<file path="src/rtl/instr_sequencer.sv">
`timescale 1ns/1ps
// instr_sequencer: multi-cycle fetch/decode/execute/memory/write-back
// control FSM. It drives the instruction/data memory handshakes, the IR load,
// register-file write and PC write strobes, and counts retired instructions.
module instr_sequencer #(
  parameter int unsigned MEM_TIMEOUT = 15,
  parameter int unsigned RET_W       = 32
) (
  input  logic             i_clk,
  input  logic             i_rst,
  input  logic             i_start,
  output logic             o_imem_req,
  input  logic             i_imem_ready,
  output logic             o_ir_load,
  input  logic             i_dec_reg_wr_en,
  input  logic             i_dec_dmem_rd_en,
  input  logic             i_dec_dmem_wr_en,
  input  logic             i_dec_halt,
  output logic             o_dmem_req,
  output logic             o_dmem_we,
  input  logic             i_dmem_ready,
  output logic             o_rf_wr_en,
  output logic             o_pc_wr_en,
  output logic             o_busy,
  output logic             o_halted,
  output logic             o_error,
  output logic [RET_W-1:0] o_retired
);

  localparam int unsigned TO_W      = (MEM_TIMEOUT == 0) ? 1 : $clog2(MEM_TIMEOUT + 1);
  localparam int unsigned TO_LAST_I = (MEM_TIMEOUT == 0) ? 0 : MEM_TIMEOUT - 1;
  localparam logic [TO_W-1:0] TO_LAST = TO_W'(TO_LAST_I);

  typedef enum logic [2:0] {
    S_IDLE,
    S_FETCH,
    S_DECODE,
    S_EXEC,
    S_MEM,
    S_WB,
    S_HALT,
    S_ERROR
  } state_t;

  state_t           state_q, state_d;
  logic [TO_W-1:0]  to_cnt_q;
  logic             reg_wr_q, rd_q, wr_q;
  logic [RET_W-1:0] retired_q;
  logic             timeout_hit;
  logic             req_waiting;

  // The counter holds the number of unanswered request cycles already spent,
  // so it equals MEM_TIMEOUT-1 during the last cycle a ready is accepted.
  assign timeout_hit = (MEM_TIMEOUT != 0) && (to_cnt_q == TO_LAST);
  assign req_waiting = ((state_q == S_FETCH) && !i_imem_ready) ||
                       ((state_q == S_MEM)   && !i_dmem_ready);

  // State register
  always_ff @(posedge i_clk or negedge i_rst) begin
    if (!i_rst) state_q <= S_IDLE;
    else        state_q <= state_d;
  end

  // Next-state decode
  always_comb begin
    state_d = state_q;
    unique case (state_q)
      S_IDLE:   if (i_start) state_d = S_FETCH;
      S_FETCH: begin
        if (i_imem_ready)     state_d = S_DECODE;
        else if (timeout_hit) state_d = S_ERROR;
      end
      S_DECODE: state_d = i_dec_halt ? S_HALT : S_EXEC;
      S_EXEC: begin
        if (rd_q && wr_q)      state_d = S_ERROR;
        else if (rd_q || wr_q) state_d = S_MEM;
        else                   state_d = S_WB;
      end
      S_MEM: begin
        if (i_dmem_ready)     state_d = S_WB;
        else if (timeout_hit) state_d = S_ERROR;
      end
      S_WB:     state_d = S_FETCH;
      S_HALT:   state_d = S_HALT;
      S_ERROR:  state_d = S_ERROR;
      default:  state_d = S_IDLE;
    endcase
  end

  // Timeout counter, decoded-flag latches and retired counter
  always_ff @(posedge i_clk or negedge i_rst) begin
    if (!i_rst) begin
      to_cnt_q  <= '0;
      reg_wr_q  <= 1'b0;
      rd_q      <= 1'b0;
      wr_q      <= 1'b0;
      retired_q <= '0;
    end else begin
      if (((state_d == S_FETCH) && (state_q != S_FETCH)) ||
          ((state_d == S_MEM)   && (state_q != S_MEM)))
        to_cnt_q <= '0;
      else if (req_waiting && (MEM_TIMEOUT != 0) && !timeout_hit)
        to_cnt_q <= to_cnt_q + TO_W'(1);

      if (state_q == S_DECODE) begin
        reg_wr_q <= i_dec_reg_wr_en;
        rd_q     <= i_dec_dmem_rd_en;
        wr_q     <= i_dec_dmem_wr_en;
      end

      if (state_q == S_WB)
        retired_q <= retired_q + RET_W'(1);
    end
  end

  // Moore outputs from registered state
  always_comb begin
    o_imem_req = 1'b0;
    o_dmem_req = 1'b0;
    o_dmem_we  = 1'b0;
    o_rf_wr_en = 1'b0;
    o_pc_wr_en = 1'b0;
    o_busy     = 1'b0;
    o_halted   = 1'b0;
    o_error    = 1'b0;
    unique case (state_q)
      S_FETCH: begin
        o_imem_req = 1'b1;
        o_busy     = 1'b1;
      end
      S_DECODE, S_EXEC: o_busy = 1'b1;
      S_MEM: begin
        o_dmem_req = 1'b1;
        o_dmem_we  = wr_q;
        o_busy     = 1'b1;
      end
      S_WB: begin
        o_pc_wr_en = 1'b1;
        o_rf_wr_en = reg_wr_q && !wr_q;
        o_busy     = 1'b1;
      end
      S_HALT:  o_halted = 1'b1;
      S_ERROR: o_error  = 1'b1;
      default: ;
    endcase
  end

  assign o_ir_load = (state_q == S_FETCH) && i_imem_ready;
  assign o_retired = retired_q;

endmodule

</file>
<file path="config.mk">
export PLATFORM = sky130hd
export DESIGN_NAME = instr_sequencer
export DESIGN_NICKNAME = d
export VERILOG_FILES = /design/src/rtl/instr_sequencer.sv
export SDC_FILE = /design/constraint.sdc
export NUM_CORES = 1
export LEC_CHECK = 0
export ABC_AREA = 1
export CORE_UTILIZATION = 53
export CTS_BUF_LIST = sky130_fd_sc_hd__clkbuf_4 sky130_fd_sc_hd__clkbuf_8
export DETAILED_ROUTE_END_ITERATION = 10
export GPL_TIMING_DRIVEN = 0
export PLACE_DENSITY = 0.81
export SLEW_MARGIN = 0
export SYNTH_ARGS = -nofsm -noshare
export SYNTH_HDL_FRONTEND = slang
export SYNTH_SLANG_ARGS = --single-unit
</file>
<file path="constraint.sdc">
create_clock -name i_clk -period 2.2 [get_ports i_clk]
set_clock_uncertainty 0.1 [all_clocks]
set_input_delay 0.44 -clock i_clk [delete_from_list [all_inputs] [get_ports i_clk]]
set_output_delay 0.44 -clock i_clk [all_outputs]
set_load 0.05 [all_outputs]
</file>
==> PnR_summary.wiki, run 1 <==
{| class="wikitable"
! Metric !! Value
|-
| Yosys top cell by area || dfrtp_1
|-
| Post-synthesis adder-cell area fraction || 0.0189
|-
| Hpwl dp || 4.77 mm
|-
| Ratio of cells with drive above 1 in the final layout || 0.0882
|-
| Required time of the worst setup path || 1.66 ns
|-
| Net count, final || 443
|-
| DR iter-0 viols || 180
|-
| Synth Flop Type || dfrtp_1
|-
| Clock slew seen by the registers of the worst setup and hold paths || 0.08 ns
|-
| Final Slew Violations || 0
|-
| Ports || 50
|-
| Max_slew headroom || 0.657
|-
| Vias in the first global route || 2,359
|-
| Final Core Density || 0.711
|-
| Area of the die || 5290 um2
|-
| Status || finished, final reports clean
|-
| Gpl congestion || 0.869
|-
| Sink Count || 42
|-
| Critical setup path kind || reg -> out
|-
| Maximum VDD drop || 0.000369 V
|-
| Largest net degree at the start of global routing || 42
|-
| Maximum clock path buffer count || 2
|-
| Residual antenna-violating net count after detailed routing || 0
|-
| Total of endpoints with negative setup slack in the final report || 0
|-
| Wire length of the first global-routing pass || 10.6 mm
|-
| Number of detailed-route iterations in the first pass || 5
|-
| Least-Margin Pin Slew || 0.513 ns
|-
| Total instance count after detailed placement || 490
|-
| Register area share after synthesis || 0.397
|-
| Kind of cell with the highest combined delay on the critical path || buffers and inverters
|-
| Standard-cell rows || 25
|-
| Global-route total usage across every layer || 0.258
|-
| Yosys reg bits || 42
|-
| Clock share of power || 0.478
|-
| Number of buffers created by CTS || 5
|-
| Total nets after synthesis || 386
|-
| Final worst path period share || 0.982
|-
| Die extent in y || 72.7 um
|-
| Finished Cell Area || 3380 um2
|-
| Register share of total power || 0.496
|-
| Sum of routed wire length over all layers || 6.36 mm
|-
| Combinational group share of total power || 0.027
|-
| Clock period minus final worst setup slack || 2.16 ns
|-
| Nature of the critical path endpoint || output pin
|-
| Share of synthesized area spent on multiplexers || 0.00850
|-
| Yosys Warn Count || 0
|-
| Xor and xnor area share after synthesis || 0.0694
|-
| Antenna violations before repair || 0
|-
| CTS tree || yes
|-
| Final hold viol count || 0
|-
| H-tree levels || 2
|-
| Combinational family with the most area after synthesis || simple AND/OR/NAND/NOR gates
|-
| Clock root buffer master || clkbuf_8
|-
| Highest attainable clock frequency || 463 MHz
|-
| Switching portion of total power || 0.183
|-
| Initial Util || 0.557
|-
| Post-placement cell area || 3240 um2
|-
| Core Footprint || 4750 um2
|-
| Post-route DRC violation count || 0
|-
| Max FO, Critical Path || 6
|-
| Sequence of cells on the critical path || clkdlybuf4s50_1
|-
| Fraction of post-synthesis cell area in the top cell type by area || 0.397
|-
| Synth Instances || 373
|-
| Fraction of the mapped netlist area in compound gates || 0.0373
|-
| Average via count per standard cell || 5.11
|-
| Combined buffer and inverter count along the critical path || 1
|-
| Top post-synthesis cells by area || dfrtp_1 40%, nand2_1 17%, nor2_1 6.9%, inv_1 6.7%, xor2_1 5.6%
|-
| Unrepaired setup endpoints after global routing || no
|-
| EDFF count, synth || 0
|-
| Insertion delay to the later sink of the worst-skew pair || 0.29 ns
|-
| Static leakage power || 1.63 nW
|-
| Port bufs || 49
|-
| Count of maximum capacitance violations || 0
|-
| Worst min-delay path category || in -> async
|-
| Placement-stage worst setup slack || -0.574 ns
|-
| Commonest cells post-synth || 123 x nand2_1, 49 x nor2_1, 47 x inv_1
|-
| Startpoint types || register
|-
| Post-synthesis simple-gate area fraction || 0.392
|-
| Final standard cell count with taps included and fillers excluded || 498
|-
| Psw || 287 uW
|-
| Share of synthesized flip-flops with an asynchronous set or reset || 1.00
|-
| Highest-delay cell along the critical path || clkdlybuf4s50_1
|-
| Total Power || 1.57 mW
|-
| Worst setup slack after layout || 0.0388 ns
|-
| Cell with the most instances after synthesis || nand2_1
|-
| Post-synthesis instance area || 2650 um2
|-
| Chip width || 72.7 um
|-
| Arr. time, crit path || 1.62 ns
|-
| Number of unique standard cell types used by synthesis || 27
|-
| Fill count || 408
|-
| Antenna fix cells || 0
|-
| Wirelength per Cell || 12.8 um
|-
| Aggregate global routing overflow || 0
|-
| Post-CTS setup buffers || 0
|-
| Cell Int Power || 1.28 mW
|-
| Power density relative to cell area || 463 nW/um2
|-
| Worst stage delay on the critical path || 0.85 ns
|-
| Average size of a mapped cell || 7.10 um2
|-
| Number of vias in the routed layout || 2,544
|-
| Area growth syn-to-layout || 27.5%
|}
cell usage in the layout, fill, tap and decap left out, types with 2 or more instances in the layout:
master and n:
inv_2 2, nand3_4 2, nor3_1 11, buf_2 5, inv_1 47, ha_1 4, dlymetal6s2s_1 4, a21oi_1 3
clkbuf_2 2, o21ai_1 3, bufinv_16 2, nand4_1 9, clkdlybuf4s50_1 34, nor2_4 2, xnor2_1 4, nand2_1 122
xor2_1 17, nor2_2 3, clkdlybuf4s15_2 2, dlygate4sd2_1 3, clkbuf_8 6, mux2_2 2, nor2_1 49, nand3_1 23
nand3b_1 3, nor3_2 2, o21ai_0 12, dfrtp_1 42
cell type report:
| class | count | area [um2] | share of cell area |
|---|---|---|---|
| plain buffers | 3 | 13.8 | 0.00407 |
| clock inverters | 2 | 60.1 | 0.0178 |
| multi-input cells | 277 | 1400 | 0.413 |
| repair buffers | 51 | 502 | 0.148 |
| clock buffers | 6 | 82.6 | 0.0244 |
| flip-flops and latches | 42 | 1050 | 0.311 |
| well taps | 67 | 83.8 | 0.0248 |
| inverters | 50 | 190 | 0.0563 |
path summary, 6_finish.rpt:
path,from,end,slack (ns),cells after the start
max,o_retired[13],o_retired[13],0.04,1
max reg2reg,o_retired[0],o_retired[24],0.27,7
min,i_rst,rd_q,0.37,2
min in group i_clk,reg_wr_q,reg_wr_q,0.42,1
max in group asynchronous,i_rst,o_retired[12],1.23,3
min reg2reg,reg_wr_q,reg_wr_q,0.42,1
flip-flops by register name, summed over array words and instances, names as in the netlist:
| name | cells |
|---|---|
| o_retired | 32 |
| to_cnt_q | 4 |
| state_q | 3 |
| rd_q | 1 |
| reg_wr_q | 1 |
| wr_q | 1 |
power by group through the flow:
stage	Sequential, mW	Clock (mW)	Combinational, mW
after floorplan	0.791	0	0.00609
after global placement	0.791	0	0.0375
after detailed placement	0.791	0	0.0417
after CTS	0.776	0.755	0.0432
after global routing	0.776	0.784	0.0479
final	0.776	0.748	0.0416
kinds of logic (layout without fill, tap and decap cells):
family / after synthesis / after routing
xor gates and xnor gates: 21 / 21
DFF: 42 / 42
and+or+nand+nor: 231 / 231
adders and majority gates: 4 / 4
buffers and inverters: 54 / 112
AOI/OAI and AO/OA: 19 / 19
muxes: 2 / 2
routing by layer:
layer / GRT usage / wire length (um)
met1: 0.382 / 3150
met2: 0.391 / 2770
met3: 0.0470 / 364
met4: 0.0675 / 70
met5: 0 / 0
metrics by stage:
| stage | hold slack, ns | setup TNS, ns |
|---|---|---|
| global route | 0.382 | 0 |
| global placement | 0.390 | -21.29 |
| CTS | 0.368 | 0 |
| floorplan | 0.0444 | 0 |
| detailed placement | 0.147 | -1.13 |
| finish | 0.369 | 0 |
repair_timing:
item	4_1_cts	5_1_grt
setup endpoints to repair	10	9
endpoints found under the hold margin	1	0
hold buffers	1	0
gates resized for setup	25	12
gates cloned	0	0
No activity file was read; power rests on OpenSTA's default activity.
==> run 2, diff against run 1 <==
--- a/config.mk
+++ b/config.mk
@@ -6,11 +6,10 @@
 export NUM_CORES = 1
 export LEC_CHECK = 0
 export ABC_AREA = 1
-export CORE_UTILIZATION = 53
-export CTS_BUF_LIST = sky130_fd_sc_hd__clkbuf_4 sky130_fd_sc_hd__clkbuf_8
+export CORE_UTILIZATION = 52
 export DETAILED_ROUTE_END_ITERATION = 10
 export GPL_TIMING_DRIVEN = 0
-export PLACE_DENSITY = 0.81
+export PLACE_DENSITY = 0.8
 export SLEW_MARGIN = 0
 export SYNTH_ARGS = -nofsm -noshare
 export SYNTH_HDL_FRONTEND = slang
==> run 2 against run 1 <==
  * Maximum frequency grew 0.59%
  * Cell area fell by 1.2%
  * Via count is 0.51% higher
  * Register-to-register slack worse by 0.05 ns
  * Flip-flop and latch count unchanged
  * Clock power decreased by 19%
  * Cell count is the same
  * Die area up 1.9%
  * Total power down 9.2%
  * Wire length decreased by 3.0%
  * Critical path type unchanged
  * Critical endpoint unchanged
  * Highest routed layer unchanged
==> PnR_summary.wiki, run 2 (synthesis results as in run 1) <==
{| class="wikitable"
! Metric !! Value
|-
| Post-route DRC violation count || 0
|-
| Standard-cell rows || 25
|-
| Critical setup path kind || reg -> out
|-
| Number of detailed-route iterations in the first pass || 4
|-
| Residual antenna-violating net count after detailed routing || 0
|-
| Worst min-delay path category || reg -> reg
|-
| Nature of the critical path endpoint || output pin
|-
| Total of endpoints with negative setup slack in the final report || 0
|-
| Net count, final || 443
|-
| Number of vias in the routed layout || 2,557
|-
| Aggregate global routing overflow || 0
|-
| Ratio of cells with drive above 1 in the final layout || 0.0858
|-
| Vias in the first global route || 2,229
|-
| H-tree levels || 2
|-
| Largest register FFs || 32
|-
| Port bufs || 49
|-
| Hpwl dp || 4.82 mm
|-
| Final Slew Violations || 0
|-
| Register-to-Register Path Depth || 7
|-
| Insertion delay to the later sink of the worst-skew pair || 0.29 ns
|-
| Total stage count of the critical path || 1
|-
| Status || finished, final reports clean
|-
| Combined buffer and inverter count along the critical path || 1
|-
| DR iter-0 viols || 159
|-
| Max_slew headroom || 0.664
|-
| Maximum VDD drop || 0.000292 V
|-
| Wirelength per Cell || 12.4 um
|-
| Gpl congestion || 0.936
|-
| Ports || 50
|-
| Kind of cell with the highest combined delay on the critical path || buffers and inverters
|-
| Arr. time, crit path || 1.61 ns
|-
| Chip width || 73.4 um
|-
| Largest net degree at the start of global routing || 26
|-
| Hold slack || 0.415 ns
|-
| Most common cell after layout, fill and taps aside || nand2_1
|-
| Area growth syn-to-layout || 26.0%
|-
| Power density relative to cell area || 426 nW/um2
|-
| Die extent in y || 73.4 um
|-
| Antenna violations before repair || 0
|-
| Finished Cell Area || 3340 um2
|-
| Final hold viol count || 0
|-
| Max FO, Critical Path || 6
|-
| Sequence of cells on the critical path || clkdlybuf4s50_1
|-
| Post-placement cell area || 3250 um2
|-
| Sum of routed wire length over all layers || 6.17 mm
|-
| Average via count per standard cell || 5.13
|-
| Highest attainable clock frequency || 465 MHz
|-
| Global-route total usage across every layer || 0.253
|-
| Area of the die || 5390 um2
|-
| Antenna fix cells || 0
|-
| Static leakage power || 1.61 nW
|-
| Core Footprint || 4820 um2
|-
| Highest-delay cell along the critical path || clkdlybuf4s50_1
|-
| Worst stage delay on the critical path || 0.85 ns
|-
| Clock period minus final worst setup slack || 2.15 ns
|-
| Initial Util || 0.550
|-
| Startpoint types || register
|-
| Wire length of the first global-routing pass || 10.3 mm
|-
| Commonest cells after routing, fill and taps aside || 123 x nand2_1, 49 x nor2_1, 47 x inv_1
|-
| Clock root buffer master || clkbuf_8
|-
| Count of maximum capacitance violations || 0
|-
| CTS tree || yes
|-
| Required time of the worst setup path || 1.66 ns
|-
| Total Power || 1.42 mW
|-
| Maximum clock path buffer count || 2
|-
| Clock slew seen by the registers of the worst setup and hold paths || 0.08 ns
|-
| Least-Margin Pin Slew || 0.503 ns
|-
| Sink Count || 42
|-
| Number of buffers created by CTS || 5
|-
| Unrepaired setup endpoints after global routing || no
|-
| Final worst path period share || 0.977
|-
| Cell count of the worst hold path || 1
|}
run 2: cell type report:
class | instances | area (um2)
Clock buffer | 5 | 68.8
Buffer | 3 | 13.8
Fill cell | 455 | 1480
Sequential cell | 42 | 1050
Inverter | 50 | 190
Timing Repair Buffer | 51 | 497
Clock inverter | 3 | 40.0
Tap cell | 67 | 83.8
Multi-Input combinational cell | 277 | 1390
run 2: repair_timing:
| action | 4_1_cts | 5_1_grt |
|---|---|---|
| hold buffers | 1 | 0 |
| setup buffers | 0 | 0 |
| gates cloned | 0 | 0 |
| gates resized for setup | 29 | 8 |
| endpoints found under the setup margin | 11 | 6 |
| pin swaps | 0 | 0 |
| endpoints found under the hold margin | 9 | 0 |
run 2: power breakdown:
group	total, mW	switching (mW)	internal (mW)
clock network	0.603	0.269	0.334
registers	0.775	0.00137	0.774
logic	0.0430	0.0217	0.0212
run 2: stage by stage:
stage	setup WS (ns)	instances	setup TNS, ns	utilization
2_1_floorplan	0.101	373	0	-
3_3_place_gp	-0.592	489	-21.15	0.669
3_5_place_dp	-0.607	490	-1.11	0.674
4_1_cts	0.00590	498	0	0.695
5_1_grt	0.00333	498	0	0.693
6_report	0.0515	498	0	0.693
run 2: path summary, 6_finish.rpt:
| path | startpoint | end | slack [ns] |
|---|---|---|---|
| worst max register to register | o_retired[0] | o_retired[24] | 0.22 |
| min in group asynchronous | i_rst | o_retired[31] | 0.52 |
| worst min register to register | reg_wr_q | reg_wr_q | 0.41 |
| worst min-delay path | reg_wr_q | reg_wr_q | 0.41 |
| worst max-delay path | o_retired[13] | o_retired[13] | 0.05 |
| max in group asynchronous | i_rst | state_q[2] | 1.01 |
run 2: routing by layer:
layer	up-vias	share of wire	global-route usage
met2	91	0.44	0.379
met3	7	0.062	0.0480
met4	0	0.0092	0.0662
met5	-	0	0
li1	1289	-	-
met1	1170	0.48	0.376
